[config.mk]
export PLATFORM = sky130hd
export DESIGN_NAME = riscv_divider_flat
export DESIGN_NICKNAME = d
export VERILOG_FILES = /design/src/rtl/riscv_div_pkg.sv /design/src/rtl/riscv_divider_if.sv /design/src/rtl/riscv_div_step.sv /design/src/rtl/riscv_divider.sv /design/src/flat_wrapper.sv
export SDC_FILE = /design/constraint.sdc
export NUM_CORES = 1
export LEC_CHECK = 0
export CAP_MARGIN = 20
export CORE_AREA = 2 2 147 149
export CTS_CLUSTER_SIZE = 28
export DETAILED_ROUTE_END_ITERATION = 7
export DIE_AREA = 0 0 149 151
export HOLD_SLACK_MARGIN = 0.1
export PLACE_DENSITY = 0.9
export RECOVER_POWER = 50
export SLEW_MARGIN = 25
export SYNTH_ARGS = -nofsm -noshare
export SYNTH_HDL_FRONTEND = slang
export SYNTH_SLANG_ARGS = --single-unit
export TNS_END_PERCENT = 1
[constraint.sdc]
create_clock -name clk -period 3 [get_ports clk]
set_input_delay 0.9 -clock clk [delete_from_list [all_inputs] [get_ports clk]]
set_output_delay 0.9 -clock clk [all_outputs]
set_load 0.01 [all_outputs]
[src/rtl/riscv_div_pkg.sv]
// Shared types for the iterative RISC-V divider: op encodings, FSM states, defaults.
package riscv_div_pkg;

    localparam int DIV_XLEN  = 32;
    localparam int DIV_TAG_W = 5;

    typedef enum logic [1:0] {
        OP_DIV  = 2'b00,
        OP_DIVU = 2'b01,
        OP_REM  = 2'b10,
        OP_REMU = 2'b11
    } div_op_e;

    typedef enum logic [1:0] {
        IDLE = 2'b00,
        BUSY = 2'b01,
        DONE = 2'b10
    } div_state_e;

    // funct3[0] clear means signed, funct3[1] set means remainder
    function automatic logic op_is_signed(input div_op_e op);
        return ~op[0];
    endfunction

    function automatic logic op_is_rem(input div_op_e op);
        return op[1];
    endfunction

endpackage

[src/rtl/riscv_divider_if.sv]
// Request/response handshake bundle between the execute stage and the divider.
interface riscv_divider_if
    import riscv_div_pkg::*;
#(
    parameter int XLEN  = DIV_XLEN,
    parameter int TAG_W = DIV_TAG_W
);
    logic             in_valid;
    logic             in_ready;
    div_op_e          in_op;
    logic [XLEN-1:0]  in_a;
    logic [XLEN-1:0]  in_b;
    logic [TAG_W-1:0] in_tag;
    logic             out_valid;
    logic             out_ready;
    logic [XLEN-1:0]  out_result;
    logic [TAG_W-1:0] out_tag;

    modport master (
        output in_valid, in_op, in_a, in_b, in_tag, out_ready,
        input  in_ready, out_valid, out_result, out_tag
    );

    modport slave (
        input  in_valid, in_op, in_a, in_b, in_tag, out_ready,
        output in_ready, out_valid, out_result, out_tag
    );
endinterface

[src/rtl/riscv_div_step.sv]
// One restoring-division step: shift in the next dividend bit, trial-subtract the divisor.
module riscv_div_step #(
    parameter int XLEN = 32
) (
    input  logic [XLEN-1:0] rem_in,
    input  logic            dvd_msb,
    input  logic [XLEN-1:0] divisor,
    output logic [XLEN-1:0] rem_out,
    output logic            q_bit
);
    logic [XLEN:0]   rem_shift_s;
    logic [XLEN-1:0] diff_s;

    // The shifted remainder can exceed XLEN bits, so compare at XLEN+1; the difference always fits
    always_comb begin
        rem_shift_s = {rem_in, dvd_msb};
        diff_s      = rem_shift_s[XLEN-1:0] - divisor;
        if (rem_shift_s >= {1'b0, divisor}) begin
            q_bit   = 1'b1;
            rem_out = diff_s;
        end else begin
            q_bit   = 1'b0;
            rem_out = rem_shift_s[XLEN-1:0];
        end
    end
endmodule

[src/rtl/riscv_divider.sv]
// Iterative restoring divider for DIV/DIVU/REM/REMU, one quotient bit per cycle.
// Optional RISCV_DIV_FASTPATH_EN: divide-by-zero and signed overflow complete straight from IDLE.
module riscv_divider
    import riscv_div_pkg::*;
#(
    parameter int XLEN  = DIV_XLEN,
    parameter int TAG_W = DIV_TAG_W
) (
    input  logic           clk,
    input  logic           reset,
    input  logic           flush,
    riscv_divider_if.slave div_if
);
    localparam int              CNT_W    = $clog2(XLEN + 1);
    localparam logic [XLEN-1:0] ONE      = {{(XLEN-1){1'b0}}, 1'b1};
    localparam logic [XLEN-1:0] ZERO     = {XLEN{1'b0}};
    localparam logic [XLEN-1:0] ALL_ONES = {XLEN{1'b1}};
    localparam logic [CNT_W-1:0] CNT_ONE  = {{(CNT_W-1){1'b0}}, 1'b1};
    localparam logic [CNT_W-1:0] CNT_ZERO = {CNT_W{1'b0}};
    localparam logic [CNT_W-1:0] CNT_LAST = CNT_W'(XLEN);

    div_state_e       state_r;
    div_op_e          op_r;
    logic [TAG_W-1:0] tag_r;
    logic             q_neg_r, r_neg_r, b_zero_r;
    logic [XLEN-1:0]  dvd_r, rem_r, divisor_r;
    logic [CNT_W-1:0] cnt_r;
    logic             in_ready_r, out_valid_r;
    logic [XLEN-1:0]  out_result_r;
    logic [TAG_W-1:0] out_tag_r;

    logic             a_neg_s, b_neg_s, b_zero_s;
    logic [XLEN-1:0]  abs_a_s, abs_b_s, q_fin_s, r_fin_s, step_rem_s;
    logic             step_q_s;

    function automatic logic [XLEN-1:0] cond_neg(input logic neg, input logic [XLEN-1:0] v);
        if (neg) begin
            return ~v + ONE;
        end else begin
            return v;
        end
    endfunction

    riscv_div_step #(.XLEN(XLEN)) u_step (
        .rem_in  (rem_r),
        .dvd_msb (dvd_r[XLEN-1]),
        .divisor (divisor_r),
        .rem_out (step_rem_s),
        .q_bit   (step_q_s)
    );

    // Operand magnitudes at accept; sign-corrected results at completion
    always_comb begin
        a_neg_s  = op_is_signed(div_if.in_op) & div_if.in_a[XLEN-1];
        b_neg_s  = op_is_signed(div_if.in_op) & div_if.in_b[XLEN-1];
        abs_a_s  = cond_neg(a_neg_s, div_if.in_a);
        abs_b_s  = cond_neg(b_neg_s, div_if.in_b);
        b_zero_s = (div_if.in_b == ZERO);
        // Divide by zero leaves an all-ones quotient regardless of operand signs
        q_fin_s  = cond_neg(q_neg_r & ~b_zero_r, dvd_r);
        r_fin_s  = cond_neg(r_neg_r, rem_r);
    end

`ifdef RISCV_DIV_FASTPATH_EN
    logic            special_s;
    logic [XLEN-1:0] special_res_s;

    // Results of the two operand patterns that need no iteration
    always_comb begin
        special_s = b_zero_s |
                    (op_is_signed(div_if.in_op) &&
                     (div_if.in_a == {1'b1, {(XLEN-1){1'b0}}}) && (div_if.in_b == ALL_ONES));
        if (b_zero_s) begin
            special_res_s = op_is_rem(div_if.in_op) ? div_if.in_a : ALL_ONES;
        end else begin
            special_res_s = op_is_rem(div_if.in_op) ? ZERO : div_if.in_a;
        end
    end
`endif

    // Control FSM, iteration datapath and registered outputs
    always_ff @(posedge clk) begin
        if (reset) begin
            state_r      <= IDLE;
            op_r         <= OP_DIV;
            tag_r        <= {TAG_W{1'b0}};
            q_neg_r      <= 1'b0;
            r_neg_r      <= 1'b0;
            b_zero_r     <= 1'b0;
            dvd_r        <= ZERO;
            rem_r        <= ZERO;
            divisor_r    <= ZERO;
            cnt_r        <= CNT_ZERO;
            in_ready_r   <= 1'b1;
            out_valid_r  <= 1'b0;
            out_result_r <= ZERO;
            out_tag_r    <= {TAG_W{1'b0}};
        end else if (flush) begin
            state_r     <= IDLE;
            cnt_r       <= CNT_ZERO;
            in_ready_r  <= 1'b1;
            out_valid_r <= 1'b0;
        end else begin
            case (state_r)
                IDLE: begin
                    if (div_if.in_valid && in_ready_r) begin
                        op_r       <= div_if.in_op;
                        tag_r      <= div_if.in_tag;
                        q_neg_r    <= a_neg_s ^ b_neg_s;
                        r_neg_r    <= a_neg_s;
                        b_zero_r   <= b_zero_s;
                        dvd_r      <= abs_a_s;
                        divisor_r  <= abs_b_s;
                        rem_r      <= ZERO;
                        cnt_r      <= CNT_ZERO;
                        in_ready_r <= 1'b0;
                        state_r    <= BUSY;
`ifdef RISCV_DIV_FASTPATH_EN
                        if (special_s) begin
                            out_result_r <= special_res_s;
                            out_tag_r    <= div_if.in_tag;
                            out_valid_r  <= 1'b1;
                            state_r      <= DONE;
                        end else begin
                            out_valid_r  <= 1'b0;
                        end
`endif
                    end else begin
                        in_ready_r <= 1'b1;
                    end
                end
                BUSY: begin
                    if (cnt_r == CNT_LAST) begin
                        out_result_r <= op_is_rem(op_r) ? r_fin_s : q_fin_s;
                        out_tag_r    <= tag_r;
                        out_valid_r  <= 1'b1;
                        state_r      <= DONE;
                    end else begin
                        // Quotient bits fill the dividend register as its bits are consumed
                        rem_r <= step_rem_s;
                        dvd_r <= {dvd_r[XLEN-2:0], step_q_s};
                        cnt_r <= cnt_r + CNT_ONE;
                    end
                end
                DONE: begin
                    if (div_if.out_ready) begin
                        out_valid_r <= 1'b0;
                        in_ready_r  <= 1'b1;
                        state_r     <= IDLE;
                    end else begin
                        out_valid_r <= 1'b1;
                    end
                end
                default: begin
                    state_r     <= IDLE;
                    in_ready_r  <= 1'b1;
                    out_valid_r <= 1'b0;
                end
            endcase
        end
    end

    assign div_if.in_ready   = in_ready_r;
    assign div_if.out_valid  = out_valid_r;
    assign div_if.out_result = out_result_r;
    assign div_if.out_tag    = out_tag_r;
endmodule

[src/flat_wrapper.sv]
// flat-port wrapper written by rule: the top's interface ports become plain ports
module riscv_divider_flat import riscv_div_pkg::*;
#(
    parameter int XLEN  = DIV_XLEN,
    parameter int TAG_W = DIV_TAG_W
)
  (clk, reset, flush, div_if_in_valid, div_if_in_op, div_if_in_a, div_if_in_b, div_if_in_tag, div_if_out_ready, div_if_in_ready, div_if_out_valid, div_if_out_result, div_if_out_tag);
  riscv_divider_if #(.XLEN(XLEN), .TAG_W(TAG_W)) div_if_i ();
  input  logic clk;
  input  logic reset;
  input  logic flush;
  input wire logic [$bits(div_if_i.in_valid)-1:0] div_if_in_valid;
  input wire logic [$bits(div_if_i.in_op)-1:0] div_if_in_op;
  input wire logic [$bits(div_if_i.in_a)-1:0] div_if_in_a;
  input wire logic [$bits(div_if_i.in_b)-1:0] div_if_in_b;
  input wire logic [$bits(div_if_i.in_tag)-1:0] div_if_in_tag;
  input wire logic [$bits(div_if_i.out_ready)-1:0] div_if_out_ready;
  output wire logic [$bits(div_if_i.in_ready)-1:0] div_if_in_ready;
  output wire logic [$bits(div_if_i.out_valid)-1:0] div_if_out_valid;
  output wire logic [$bits(div_if_i.out_result)-1:0] div_if_out_result;
  output wire logic [$bits(div_if_i.out_tag)-1:0] div_if_out_tag;
  assign div_if_i.in_valid = div_if_in_valid;
  assign div_if_i.in_op = div_if_in_op;
  assign div_if_i.in_a = div_if_in_a;
  assign div_if_i.in_b = div_if_in_b;
  assign div_if_i.in_tag = div_if_in_tag;
  assign div_if_i.out_ready = div_if_out_ready;
  assign div_if_in_ready = div_if_i.in_ready;
  assign div_if_out_valid = div_if_i.out_valid;
  assign div_if_out_result = div_if_i.out_result;
  assign div_if_out_tag = div_if_i.out_tag;
  riscv_divider #(.XLEN(XLEN), .TAG_W(TAG_W)) u_core (.clk(clk), .reset(reset), .flush(flush), .div_if(div_if_i));
endmodule
==> flow_summary.json, run 1 <==
{
  "outcome": "complete, no violations",
  "vias": 11900,
  "areaGrowthSynthToFinish_pct": 26.1,
  "endpoint": "u_core.rem_r[10]$_SDFFE_PP0P_",
  "utilization": 0.662,
  "slew_viol_final": 0,
  "drcViolationCount": 0,
  "drt-vias-per-instance": 6.13,
  "worstMarginPinSlew_ns": 1.20,
  "multi_input_area_um2": 7340,
  "netlist_instances": 1489,
  "worstSkewPairLatency_ns": 0.44,
  "cts_max_path_buffers": 2,
  "dp_hpwl_um": 24800,
  "cts_made_buffers": 17,
  "placementRows": 53,
  "setup_violations": 0,
  "diodes": 0,
  "clk_pin_slew_ns": 0.06,
  "htreeDepth": 4,
  "worstHoldPathCells": 2,
  "worstRegToRegCells": 11,
  "synth_top_area_cell": "dfxtp_1",
  "holdBufCountCts": 0,
  "max-cap-violations": 0,
  "grt_pass1_vias": 11300,
  "ys_types": 77,
  "skew_ns": 0.0117,
  "clk_root_buffer_cell": "clkbuf_16",
  "grt_max_degree": 70,
  "drive_gt1_frac": 0.122,
  "rsz0062_at_grt": "true",
  "dpl_worst_slack_ns": -0.407,
  "crit_required_ns": 3.32,
  "yosysWarnings": 0,
  "r2r_end": "u_core.rem_r[10]$_SDFFE_PP0P_",
  "cts_tree": "yes",
  "yosys_register_bits": 152,
  "dieWidth_um": 149,
  "synth-edff-count": 0,
  "cp.arrival_ns": 3.28,
  "yosys-top-cells-area": "dfxtp_1 (28%), nand2_1 (8.8%), xor2_1 (6.8%), a21oi_1 (6.5%), o211ai_1 (5.3%)",
  "die_y_um": 151,
  "cpMaxStageDelayCell": "dfxtp_1",
  "die_area_um2": 22500,
  "syn_area_um2": 10900,
  "gp_congestion": 0.932,
  "fillers": 1685,
  "initial_core_util": 0.525,
  "drt-total-wl_um": 33600,
  "synth.avg_cell_area_um2": 7.34,
  "async_flop_share": 0,
  "fmax_mhz": 338,
  "synth_nets": 1607,
  "firstDrtPassIters": 8,
  "hp-start": "u_core.div_if.out_result[9]$_SDFFE_PP0P_",
  "ys_seq_area_frac": 0.278,
  "holdCritPathClass": "flip-flop to flip-flop",
  "overflow": 0,
  "end_kind": "flip-flop",
  "grtUsageTotal": 0.297,
  "criticalPathCategory": "flip-flop to flip-flop",
  "power.density_nw_per_um2": 416,
  "p_leak_nw": 5.44,
  "synthDominantCellAreaShare": 0.278,
  "final.period_utilization": 0.987,
  "seq_area_um2": 3050,
  "slew_headroom": 0.201,
  "ant_nets": 0,
  "fp.coreArea_um2": 20800,
  "clock_sinks": 152,
  "holdWs_ns": 0.450,
  "ir_drop_mv": 0.305,
  "r2r-start": "u_core.divisor_r[8]$_SDFFE_PP0P_",
  "hold_viol": 0,
  "io_pins": 115,
  "num-nets-final": 1767,
  "avgRoutedWirePerCell_um": 17.4,
  "crit_fanout": 17,
  "r2r_slack_ns": 0.04,
  "cp_cell_sequence": "inv_1, ha_1, a21oi_2, o221ai_1, nor2_1, or3b_1, nand4_1, a21boi_4, buf_12, or3_1, a32o_1",
  "antenna_found_initial": 0,
  "crit_start": "u_core.divisor_r[8]$_SDFFE_PP0P_",
  "cp-start-kind": "flip-flop",
  "max_stage_delay_ns": 0.42,
  "grt_pass1_wl_um": 54300,
  "worst_slack_ns": 0.0390,
  "initialDrtViolationCount": 1371,
  "layout_min_cycle_time_ns": 2.96,
  "synth-main-ff-cell": "dfxtp_1",
  "numPortBuffers": 114
}
## per-stage QoR
| stage | total power [W] | TNS [ns] | instances | cell area (um^2) |
|---|---|---|---|---|
| after floorplan | 0.00298 | 0 | 1489 | 10900 |
| after global placement | 0.00341 | -3.43 | 1905 | 13100 |
| after detailed placement | 0.00344 | -5.05 | 1905 | 13100 |
| after CTS | 0.00571 | 0 | 1936 | 13700 |
| after global routing | 0.00594 | -0.304 | 1936 | 13800 |
| final | 0.00574 | 0 | 1936 | 13800 |
## cells in the mapped netlist, drive strengths merged (19+ instances only)
| library cell | count |
|---|---|
| clkbuf | 88 |
| o211ai | 77 |
| inv | 57 |
| nor2 | 109 |
| o31ai | 29 |
| nand3 | 24 |
| a211oi | 44 |
| ha | 41 |
| xnor2 | 54 |
| or3 | 19 |
| dfxtp | 152 |
| nor3 | 27 |
| nand2 | 256 |
| xor2 | 85 |
| o21ai | 77 |
| a21oi | 142 |
## layer usage
layer  global-route usage  routed length, um  share of wire  up-vias
li1                     -                  -              -     5634
met1                0.369              14100           0.42     5501
met2                0.503              15700           0.47      613
met3               0.0503               2470          0.073      113
met4                0.136               1320          0.039        0
met5                    0                  0              0        -
## area by class of cell
type / instances / share of cell area
clock inverter: 12 / 0.0118
multi-input combinational: 1174 / 0.532
inverter: 57 / 0.0155
timing repair buffer: 247 / 0.161
clock buffer: 19 / 0.0329
tap: 275 / 0.0250
sequential: 152 / 0.221
## report_power, final
part,switching (W),total [W],internal (W)
clock,0.000920,0.00228,0.00136
combinational,0.000726,0.00128,0.000553
sequential,0.0000905,0.00218,0.00209
total,0.00174,0.00574,0.00400
## sequential cells by signal, summed over array words and instances, names as in the netlist, 2 cells and up
signal                    cells
u_core.div_if.out_result     32
u_core.divisor_r             32
u_core.dvd_r                 32
u_core.rem_r                 32
u_core.cnt_r                  6
u_core.div_if.out_tag         5
u_core.tag_r                  5
u_core.state_r                2
## worst max-delay path: cells and delay by family (launching register included)
| kind | cells | cell delay (ns) |
|---|---|---|
| compound gates | 4 | 0.76 |
| flops | 1 | 0.42 |
| simple gates | 4 | 1.03 |
| fa+ha+maj | 1 | 0.38 |
| buf+inv | 2 | 0.24 |
## how the worst min path moves through the flow
stage                     slack (ns)                                  endpoint
after CTS                       0.45         u_core.divisor_r[31]$_SDFFE_PP0P_
after detailed placement        0.45     u_core.div_if.out_tag[0]$_SDFFE_PP0P_
after global routing            0.47     u_core.div_if.out_tag[4]$_SDFFE_PP0P_
after floorplan                 0.43         u_core.divisor_r[15]$_SDFFE_PP0P_
after global placement          0.44     u_core.div_if.out_tag[4]$_SDFFE_PP0P_
final                           0.45  u_core.div_if.out_result[9]$_SDFFE_PP0P_
## cells in the final DEF (no fill, tap or decap), types with 15 or more instances in the layout
master / Yosys / routed
o31ai_1: 27 / 27
inv_1: 56 / 56
buf_4: 1 / 121
dfxtp_1: 152 / 150
nor3_1: 26 / 25
nand3_1: 23 / 23
and3_1: 15 / 15
clkdlybuf4s50_1: 0 / 73
xnor2_1: 54 / 54
clkbuf_16: 0 / 17
a211oi_1: 44 / 44
nand2_1: 256 / 256
xor2_1: 85 / 85
nor2_1: 109 / 107
o211ai_1: 77 / 77
ha_1: 41 / 40
o21ai_0: 52 / 50
dlygate4sd3_1: 0 / 40
o21ai_1: 25 / 27
or3_1: 18 / 18
a21oi_1: 142 / 139
## cells by family (layout without fill, tap and decap cells)
| group | after synthesis | count (layout) | share of synthesized area |
|---|---|---|---|
| muxes | 6 | 6 | 0.00549 |
| buffers and inverters | 163 | 335 | 0.0577 |
| adders and majority gates | 42 | 42 | 0.0487 |
| AOI/OAI and AO/OA | 451 | 451 | 0.267 |
| DFF | 152 | 152 | 0.278 |
| and+or+nand+nor | 536 | 536 | 0.231 |
| xor gates and xnor gates | 139 | 139 | 0.111 |
## repair_timing
item	in CTS	in global routing
setup buffers	0	0
setup endpoints to repair	4	39
pin swaps	0	1
resized for setup	1	14
(Power assumes the default switching activity.)
==> run 2, diff against run 1 <==
Settings changed: CAP_MARGIN 20 to default, CORE_AREA 2 2 147 149 to 2 2 146 148, CTS_BUF_LIST from default to sky130_fd_sc_hd__clkbuf_2, DIE_AREA 0 0 149 151 to 0 0 148 150.
==> flow_summary.json, run 2 (synthesized netlist as in run 1, its figures left out) <==
{
  "hp-start": "u_core.div_if.out_result[7]$_SDFFE_PP0P_",
  "num-nets-final": 1772,
  "clk_root_buffer_cell": "clkbuf_2",
  "cp.arrival_ns": 3.68,
  "dieWidth_um": 148,
  "fp.coreArea_um2": 20700,
  "grt_pass1_vias": 10800,
  "r2r_end": "u_core.rem_r[2]$_SDFFE_PP0P_",
  "crit_required_ns": 3.74,
  "dp_hpwl_um": 24300,
  "overflow": 0,
  "worstSkewPairLatency_ns": 0.80,
  "grt_max_degree": 73,
  "crit_fanout": 9,
  "areaGrowthSynthToFinish_pct": 23.0,
  "ant_nets": 0,
  "cp-start-kind": "flip-flop",
  "outcome": "complete, no violations",
  "io_pins": 115,
  "p_total_w": 0.00482,
  "crit_start": "u_core.divisor_r[8]$_SDFFE_PP0P_",
  "drive_gt1_frac": 0.126,
  "numPortBuffers": 114,
  "cts_made_buffers": 17,
  "slew_headroom": 0.172,
  "layout_min_cycle_time_ns": 2.94,
  "initialDrtViolationCount": 1257,
  "final_cell_mix": "nand2_1 (256), dfxtp_1 (148), a21oi_1 (140), buf_4 (127), clkdlybuf4s50_1 (113)",
  "clock_sinks": 152,
  "endpoint": "u_core.rem_r[2]$_SDFFE_PP0P_",
  "r2r-start": "u_core.divisor_r[8]$_SDFFE_PP0P_",
  "clk_pin_slew_ns": 0.27,
  "die_area_um2": 22200,
  "antenna_found_initial": 1,
  "hold_viol": 0,
  "end_kind": "flip-flop",
  "gp_congestion": 0.971,
  "worstMarginPinSlew_ns": 1.24,
  "rsz0062_at_grt": "true",
  "worstRegToRegCells": 12,
  "fmax_mhz": 340,
  "die_y_um": 150,
  "drt-total-wl_um": 32100,
  "placementRows": 53,
  "fin_cells": 1943,
  "ir_drop_mv": 0.232,
  "dp.cells": 1909,
  "max-cap-violations": 0,
  "r2r_slack_ns": 0.06,
  "drcViolationCount": 0,
  "final.period_utilization": 0.981,
  "setup_violations": 0,
  "holdBufCountCts": 0,
  "firstDrtPassIters": 6,
  "vias": 11700,
  "skew_ns": 0.0591,
  "fillers": 1738,
  "slew_viol_final": 0,
  "drt-vias-per-instance": 6.04,
  "p_leak_nw": 5.16,
  "htreeDepth": 4,
  "final_common_cell": "nand2_1",
  "cts_max_path_buffers": 2,
  "criticalPathCategory": "flip-flop to flip-flop",
  "avgRoutedWirePerCell_um": 16.5,
  "initial_core_util": 0.528,
  "power.density_nw_per_um2": 358,
  "grt_pass1_wl_um": 51900,
  "grtUsageTotal": 0.284,
  "cts_tree": "yes",
  "holdCritPathClass": "flip-flop to flip-flop"
}
run 2: cell count changes in the layout (fill, tap and decap cells not counted), sizes merged:
cell / before / now
dlygate4sd3: 40 / 0
buf: 129 / 133
diode: 0 / 1
inv: 61 / 64
clkinvlp: 1 / 3
clkbuf: 24 / 23
clkdlybuf4s50: 73 / 113
clkinv: 4 / 2
run 2: stage by stage:
stage	setup WS, ns	instance area [um^2]	setup TNS (ns)	util	hold slack, ns
2_1_floorplan	0.116	10900	0	-	0.432
3_3_place_gp	-0.425	13200	-3.64	0.636	0.436
3_5_place_dp	-0.462	13200	-5.42	0.636	0.447
4_1_cts	0.0166	13500	0	0.650	0.473
5_1_grt	-0.0622	13500	-0.188	0.650	0.487
6_report	0.0572	13500	0	0.650	0.471
run 2: cell type report:
| type | instances | area (um^2) | share of cell area |
|---|---|---|---|
| tap | 275 | 344 | 0.0256 |
| inverter | 57 | 214 | 0.0159 |
| multi-input combinational | 1174 | 7320 | 0.544 |
| clock buffer | 17 | 85.1 | 0.00632 |
| timing repair buffer | 252 | 2230 | 0.166 |
| clock inverter | 15 | 204 | 0.0152 |
| antenna | 1 | 2.50 | 0.000186 |
| sequential | 152 | 3050 | 0.227 |
run 2: timing repair:
action / in CTS / in global routing
buffers inserted: 0 / 1
gates resized for setup: 0 / 16
setup endpoints to repair: 0 / 33
endpoints found under the hold margin: 0 / 0
run 2: worst max-delay path, cell delays in order, from the launching register on:
cell	delay, ns
dfxtp_1	0.39
inv_1	0.08
ha_1	0.31
a21oi_1	0.27
o221ai_1	0.20
nor2_1	0.12
or3b_4	0.39
nand4_1	0.14
a21boi_2	0.09
buf_4	0.18
buf_4	0.15
or3_1	0.35
a32o_1	0.25
run 2: worst min-delay path by stage:
stage	to	slack, ns	cells past startpoint
CTS	u_core.div_if.out_tag[2]$_SDFFE_PP0P_	0.47	2
global placement	u_core.div_if.out_tag[1]$_SDFFE_PP0P_	0.44	2
finish	u_core.div_if.out_result[7]$_SDFFE_PP0P_	0.47	2
global route	u_core.div_if.out_result[7]$_SDFFE_PP0P_	0.49	2
floorplan	u_core.divisor_r[15]$_SDFFE_PP0P_	0.43	2
detailed placement	u_core.div_if.out_result[7]$_SDFFE_PP0P_	0.45	2
run 2: power by group:
group	switching [W]	internal (W)
logic	0.000708	0.000560
registers	0.0000820	0.00210
clock network	0.000877	0.000499
run 2: metal layers:
| metal | GRT usage | up-vias | wire [um] |
|---|---|---|---|
| met2 | 0.478 | 539 | 15300 |
| met3 | 0.0366 | 93 | 2170 |
| met4 | 0.128 | 0 | 1070 |
| met5 | 0 | - | 0 |
| li1 | - | 5642 | - |
| met1 | 0.363 | 5453 | 13500 |
==> variant (flow settings as in run 2) <==
Re-encode `div_state_e` (3 states) as one-hot, 3 bits wide.
--- a/src/rtl/riscv_div_pkg.sv
+++ b/src/rtl/riscv_div_pkg.sv
@@ -11,10 +11,10 @@
         OP_REMU = 2'b11
     } div_op_e;
 
-    typedef enum logic [1:0] {
-        IDLE = 2'b00,
-        BUSY = 2'b01,
-        DONE = 2'b10
+    typedef enum logic [2:0] {
+        IDLE = 3'b001,
+        BUSY = 3'b010,
+        DONE = 3'b100
     } div_state_e;
 
     // funct3[0] clear means signed, funct3[1] set means remainder
Formal check against the unedited RTL: same outputs for any inputs over 10 cycles, from zero or initial values and one cycle with reset high; not proved beyond that.
==> variant against run 2 <==
Sequential cell count grew 1; critical path depth is 2 higher; die area unchanged; synthesized area decreased by 4.5%; routed wire length fell by 0.15%; global-route usage down 0.14 points; synthesized cell count fell by 5.1%; first-iteration DRC count rose by 1.9%; total power decreased by 2.7%; utilization fell by 1.1 points; cell area shrank 1.8%; setup slack got worse by 0.024 ns; critical endpoint is now u_core.rem_r[20]$_SDFFE_PP0P_; highest routed layer unchanged.
==> variant: results <==
[power_and_ir_drop]
ir_drop_v = 0.000253
p_leak_nw = 5.38
p_int_mw = 3.11

[grt]
antenna_found_initial = 1
grt_util_met2_pct = 47.7
grt_max_degree = 58
grt_use_met1_pct = 35.7
grt.met3_usage_pct = 4.66
grt_pass1_wl_mm = 51.5
grt_use_total_pct = 28.2

[routing]
vias_per_cell = 5.99
num_vias = 11500
wire_per_inst_um = 16.7
top_layer = "met4"
wl_met3_mm = 2.57
met1_length_mm = 13.2
drt_pre_antenna_iters = 8
drt_iter0_drc = 1281
dr_wl_met2_mm = 15.2

[clock_tree]
clk_pin_slew_ns = 0.25
root_buffer = "clkbuf_2"
insertion_delay_ns = 0.76
numCtsBuffers = 17

[sta]
relSlewSlack_pct = 38.9
skew_ns = 0.0477
maxSlewViolCount = 0

[worst_setup_path]
worstPathMaxFanout = 3
worstPathArrival_ns = 3.64

[synth]
synth_area_leaders = "dfxtp_1 (29%), xor2_1 (7.7%), a21oi_1 (7.0%)"
async_reset_ff_share_pct = 0
seq_area_frac_synth_pct = 29.3
ys_warn_count = 0
synth_nets = 1528
synth_common_cells = "nand2_1 (187), nor2_1 (170), dfxtp_1 (153)"
ys_types = 62
synthCells = 1413

[cells_and_area]
final_nets = 1740
drive_gt1_share_pct = 15.1

[placement]
dp_hpwl_mm = 24.2
place_inst = 1874
placed_area_um2 = 12900
placement.io_buffers = 114
gp_congestion = 0.943

[run_status]
status = "completed"
variant: cell count changes after synthesis, moves of 8 or more:
cell	before	now
o211ai_1	77	29
a211oi_1	44	52
and3_1	15	5
nand3_1	23	15
clkbuf_1	88	72
o21ai_0	52	102
nor2_1	109	170
o21ai_1	25	4
nand2_1	256	187
variant: cell families (layout without fill, tap and decap cells):
group	Yosys count	count (layout)	synth area share, %
compound gates	433	433	26.0
xor+xnor	148	148	12.4
fa+ha+maj	39	39	4.75
buf+inv	138	363	5.12
flops	153	153	29.3
mux	10	10	0.983
other cells	0	1	0
simple gates	492	492	21.4
variant: per-stage QoR:
stage | util [%] | worst slack [ns]
after floorplan | - | 0.0394
after global placement | 62.2 | -0.607
after detailed placement | 62.2 | -0.728
after CTS | 63.4 | 0.00157
after global routing | 63.9 | -0.0624
final | 63.9 | 0.0333
variant: power groups by stage:
| stage | clock network, mW | logic [mW] | registers, mW |
|---|---|---|---|
| 2_1_floorplan | 0 | 0.750 | 2.19 |
| 4_1_cts | 1.19 | 1.25 | 2.18 |
| 3_3_place_gp | 0 | 1.20 | 2.21 |
| 6_report | 1.21 | 1.30 | 2.18 |
| 5_1_grt | 1.30 | 1.42 | 2.19 |
| 3_5_place_dp | 0 | 1.24 | 2.22 |
variant: timing repair:
| action | CTS | global route |
|---|---|---|
| gates cloned | 0 | 0 |
| hold endpoints to repair | 0 | 0 |
| endpoints found under the setup margin | 4 | 30 |
| setup buffers | 1 | 6 |
| gates resized for setup | 2 | 29 |
| pin swaps | 2 | 7 |
variant: critical path, cell delays in order (launching register included):
cell      delay [ns]
dfxtp_2         0.40
inv_2           0.08
ha_4            0.14
inv_2           0.04
fa_2            0.33
a21o_1          0.22
a221oi_2        0.28
buf_4           0.17
o21a_1          0.15
o31a_1          0.24
o21ba_2         0.17
o21ai_0         0.09
xnor2_1         0.23
nor2_1          0.07
a221o_1         0.26
variant: final cells by class:
cell class | count | area (um^2)
inverters | 53 | 199
clock inverters | 13 | 144
diodes | 1 | 2.50
repair buffers | 278 | 2410
well taps | 275 | 344
fillers | 1685 | 7470
flip-flops and latches | 153 | 3070
clock buffers | 19 | 95.1
multi-input cells | 1122 | 6950
variant: final timing paths:
kind | startpoint | to | slack (ns) | depth (start not counted)
setup / recovery | u_core.dvd_r[31]$_SDFFE_PP0P_ | u_core.rem_r[20]$_SDFFE_PP0P_ | 0.03 | 14
hold / removal | u_core.div_if.out_result[2]$_SDFFE_PP0P_ | u_core.div_if.out_result[2]$_SDFFE_PP0P_ | 0.46 | 2
setup reg to reg | u_core.dvd_r[31]$_SDFFE_PP0P_ | u_core.rem_r[20]$_SDFFE_PP0P_ | 0.03 | 14
hold reg to reg | u_core.div_if.out_result[2]$_SDFFE_PP0P_ | u_core.div_if.out_result[2]$_SDFFE_PP0P_ | 0.46 | 2
